`config.mk`:
```
export PLATFORM = sky130hd
export DESIGN_NAME = bin2bcd_sequencer
export DESIGN_NICKNAME = d
export VERILOG_FILES = /design/src/rtl/bcd_pkg.sv /design/src/rtl/dabble_correct.sv /design/src/rtl/bin2bcd_sequencer.sv
export SDC_FILE = /design/constraint.sdc
export NUM_CORES = 1
export LEC_CHECK = 0
export CORE_MARGIN = 5
export CORE_UTILIZATION = 55
export CTS_CLUSTER_SIZE = 40
export DETAILED_ROUTE_END_ITERATION = 12
export GPL_TIMING_DRIVEN = 0
export PLACE_DENSITY = 0.89
export SYNTH_ARGS = -nofsm -noshare
export SYNTH_HDL_FRONTEND = slang
export SYNTH_HIERARCHICAL = 1
export SYNTH_SLANG_ARGS = --single-unit
```
`constraint.sdc`:
```
create_clock -name Clock -period 2.4 [get_ports Clock]
set_clock_uncertainty 0.15 [all_clocks]
set_input_delay 0.48 -clock Clock [delete_from_list [all_inputs] [get_ports Clock]]
set_output_delay 0.48 -clock Clock [all_outputs]
set_load 0.02 [all_outputs]
```
`src/rtl/bcd_pkg.sv`:
```
// Shared definitions for the BCD conversion blocks.
//   state_t    : sequencer states (IDLE, SHIFT, DONE)
//   nibble_t   : one packed BCD digit
//   BCD_MAX    : largest value representable in BCD_DIGITS decimal digits
//   BCD_DIGITS : number of decimal digits produced
package bcd_pkg;

  typedef enum logic [1:0] {
    IDLE,
    SHIFT,
    DONE
  } state_t;

  typedef logic [3:0] nibble_t;

  localparam int BCD_MAX    = 9999;
  localparam int BCD_DIGITS = 4;

endpackage

```
`src/rtl/dabble_correct.sv`:
```
// Double-dabble digit correction: adds 3 to a BCD nibble that is 5 or more,
// so that the following left shift carries correctly into the next digit.
//   din  : accumulator nibble before the shift
//   dout : corrected nibble
module dabble_correct
  import bcd_pkg::*;
(
  input  nibble_t din,
  output nibble_t dout
);

  assign dout = (din >= nibble_t'(5)) ? din + nibble_t'(3) : din;

endmodule

```
`src/rtl/bin2bcd_sequencer.sv`:
```
// Iterative shift-and-add-3 binary-to-BCD converter, one clock per input bit.
//   Clock    : rising-edge clock
//   Reset    : asynchronous, active-high
//   Start    : request a conversion (sampled when not busy)
//   Input    : unsigned operand, captured on the accepting edge
//   Busy     : conversion in progress
//   Done     : one-cycle pulse, digits valid and freshly updated
//   Overflow : last result exceeded 9999 (digits saturated to 9999)
//   Digit3..Digit0 : thousands .. units, registered and held
module bin2bcd_sequencer
  import bcd_pkg::*;
#(
  parameter int INPUT_BIT_WIDTH = 16
) (
  input  logic                       Clock,
  input  logic                       Reset,
  input  logic                       Start,
  input  logic [INPUT_BIT_WIDTH-1:0] Input,
  output logic                       Busy,
  output logic                       Done,
  output logic                       Overflow,
  output logic [0:3]                 Digit3,
  output logic [0:3]                 Digit2,
  output logic [0:3]                 Digit1,
  output logic [0:3]                 Digit0
);

  localparam int CW = $clog2(INPUT_BIT_WIDTH + 1);

  generate
    if (INPUT_BIT_WIDTH < 4 || INPUT_BIT_WIDTH > 32) begin : g_bad_width
      $error("bin2bcd_sequencer: INPUT_BIT_WIDTH must be in 4..32");
    end
  endgenerate

  state_t                     state, state_next;
  logic                       accept;
  logic [INPUT_BIT_WIDTH-1:0] bin, bin_shift;
  logic [15:0]                acc, acc_corr, acc_shift;
  logic [CW-1:0]              cnt;
  logic                       ovf_pending;
  logic                       last_shift;

  // Correct every digit first, then shift; the MSB falling off acc only
  // happens for operands above 9999, whose result is saturated anyway.
  for (genvar g = 0; g < BCD_DIGITS; g++) begin : g_dabble
    dabble_correct u_dabble (
      .din  (acc[4*g +: 4]),
      .dout (acc_corr[4*g +: 4])
    );
  end

  assign acc_shift  = {acc_corr[14:0], bin[INPUT_BIT_WIDTH-1]};
  assign bin_shift  = {bin[INPUT_BIT_WIDTH-2:0], 1'b0};
  assign last_shift = (state == SHIFT) && (cnt == CW'(1));

  // NOTE: sequential state uses non-blocking assignments so every register
  // samples the pre-edge values of the others.
  always_ff @(posedge Clock or posedge Reset) begin
    if (Reset) begin
      state <= IDLE;
    end else begin
      state <= state_next;
    end
  end

  // NOTE: every output of this block gets a default first, so no path can
  // leave a signal unassigned and infer a latch.
  always_comb begin
    state_next = state;
    accept     = 1'b0;
    Busy       = 1'b0;
    Done       = 1'b0;
    case (state)
      IDLE: begin
        if (Start) begin
          accept     = 1'b1;
          state_next = SHIFT;
        end
      end
      SHIFT: begin
        Busy = 1'b1;
        if (cnt == CW'(1)) state_next = DONE;
      end
      DONE: begin
        Done = 1'b1;
        if (Start) begin
          accept     = 1'b1;
          state_next = SHIFT;
        end else begin
          state_next = IDLE;
        end
      end
      default: state_next = IDLE;
    endcase
  end

  always_ff @(posedge Clock or posedge Reset) begin
    if (Reset) begin
      bin         <= '0;
      acc         <= '0;
      cnt         <= '0;
      ovf_pending <= 1'b0;
      Overflow    <= 1'b0;
      Digit3      <= '0;
      Digit2      <= '0;
      Digit1      <= '0;
      Digit0      <= '0;
    end else if (accept) begin
      bin         <= Input;
      acc         <= '0;
      cnt         <= CW'(INPUT_BIT_WIDTH);
      ovf_pending <= 32'(Input) > 32'(BCD_MAX);
    end else if (state == SHIFT) begin
      acc <= acc_shift;
      bin <= bin_shift;
      cnt <= cnt - CW'(1);
      // Digits load from the post-shift value on the edge that enters DONE.
      if (last_shift) begin
        Overflow <= ovf_pending;
        if (ovf_pending) begin
          Digit3 <= 4'd9;
          Digit2 <= 4'd9;
          Digit1 <= 4'd9;
          Digit0 <= 4'd9;
        end else begin
          Digit3 <= acc_shift[15:12];
          Digit2 <= acc_shift[11:8];
          Digit1 <= acc_shift[7:4];
          Digit0 <= acc_shift[3:0];
        end
      end
    end
  end

endmodule

```
==> impl_results.md <==
- Setup WS pre-CTS: -0.07726 ns
- Layout cells sized above 1: 10.32%
- Commonest non-fill, non-tap cell in the layout: dfrtp_1
- Placer Congestion: 0.8247
- Clk_lat worst skew: 0.34 ns
- Setup violators final: 0
- DR vias: 2288
- First-pass GRT wire length: 10.98 mm
- Die ar.: 0.006600 sq mm
- Leak pwr: 1.566 nW
- Status: finished clean
- Post-CTS sizing: 2
- DRT Wirelength: 6.420 mm
- Final worst slack: 0.2513 ns
- Total inserted antenna cells: 0
- R2R Setup Slk: 0.34 ns
- Pre-antenna DRT Iters: 4
- Grt total ovfl: 0
- Clock tree buffer depth: 2
- Final core occ: 70.08%
- I/O Pins: 38
- Tmin final: 2.149 ns
- Via density: 5.594
- Iteration-0 DRC Markers: 248
- Critical Path RT: 1.77 ns
- Remaining DRCs: 0
- Hold crit path type: in -> async
- Cells after Synth: 286
- Starting Density: 55.72%
- CTS sink cnt: 57
- Worst reg2reg path endpoint: Digit1[1]
- RSZ-0062 raised after global routing: false
- CTS tree: done
- IO Port Bufs: 37
- R2R cell count: 5
- Placed cell area: 0.003269 sq mm
- Die height: 81.24 microns
- Dpl hpwl: 4.482 mm
- Root Buffer: clkbuf_8
- CORE AREA: 0.005010 sq mm
- Post-CTS Hold Fix Bufs: 0
- CP arrival: 1.52 ns
- CP Capture Type: output port
- H-tree depth: 3
- Synth-to-layout area growth: 25.77%
- Vias in the first global route: 2318
- Synthesized Nets: 315
- WS Path Type: reg -> out
- Final Cycle Share: 89.53%
- Finished Cell Area: 0.003511 sq mm
- Worst slew pin tran: 0.6794 ns
- Final ANT Viol Nets: 0
- Post-Syn Area: 0.002791 sq mm
- Clock transition at path regs: 0.07 ns
- Fmax: 465.4 MHz
- Crit Path Max Fanout: 16
- All-Layer GR Usage: 22.44%
- Syn avg cell area: 9.760 sq um
- Cell Count, Final, Fillers Out: 409
- Commonest non-fill, non-tap cells in the layout: dfrtp_1, nand2_1, clkdlybuf4s50_1
- Die extent in x: 81.24 microns
- Total CTS buffers: 9
- Power density cells: 1461 mW/mm^2
- Initial antenna violation count: 0
- FP Rows: 26
- Post-Place Cells: 394
- Nets@finish: 363
- Max_cap viols: 0
- Slew headroom: 54.51%
- Worst R2R Start: cnt[1]
- Slew Limit Fails: 0
- Startpoint types: flop
- Final Hold Viols: 0
- Largest net degree at the start of global routing: 34
- Routed len/inst: 15.70 microns
- Peak supply drop: 0.0009297 V
- Setup bufs post-CTS: 0
- Yosys Warn Count: 6
layout make-up:
cell class | count | area [sq um]
Inverter | 13 | 51.30
Timing Repair Buffer | 38 | 389.1
Multi-Input combinational cell | 202 | 1259
Sequential cell | 57 | 1426
Tap cell | 70 | 87.58
Clock inverter | 5 | 102.6
Clock buffer | 11 | 141.4
Buffer | 13 | 53.80
Fill cell | 396 | 1499
per-stage QoR:
stage	hold slack [ns]	setup TNS (ns)	power, mW
floorplan	0.3161	0	3.292
global placement	0.3380	-34.60	3.885
global route	0.3794	0	5.515
detailed placement	0.3472	-0.07726	4.011
CTS	0.3617	0	5.141
finish	0.3495	0	5.130
per-layer routing:
layer  GRT usage (%)  wire, microns
met5               0              0
met2           36.37           3209
met3           6.984            382
met1           28.01           2718
met4           8.784            109
critical path: stages (launching register included):
cell and delay (ns):
dfrtp_1 0.41, nand2b_1 0.22, inv_4 0.19, dlygate4sd2_1 0.36
sequential cells by signal, summed over array words and instances, names as in the netlist, 2 cells and up:
| register | flops |
|---|---|
| Digit0 | 4 |
| Digit1 | 4 |
| Digit2 | 4 |
| Digit3 | 4 |
| acc | 16 |
| bin | 16 |
| cnt | 5 |
| state | 2 |
worst max-delay path by stage:
stage | endpoint | start | slack [ns] | cells past startpoint
floorplan | Digit0[0] | Reset | 0.37 | 1
global placement | Digit0[0] | Reset | -0.61 | 2
detailed placement | Busy | state[1] | -0.08 | 4
CTS | Busy | state[1] | 0.25 | 3
global route | Busy | state[1] | 0.15 | 3
finish | Busy | state[1] | 0.25 | 3
power breakdown:
group          total (mW)  switching [mW]  internal, mW
combinational        2.25            1.24          1.01
sequential           1.76           0.370          1.39
clock                1.12           0.400         0.717
Power figures use the tool's default switching activity.
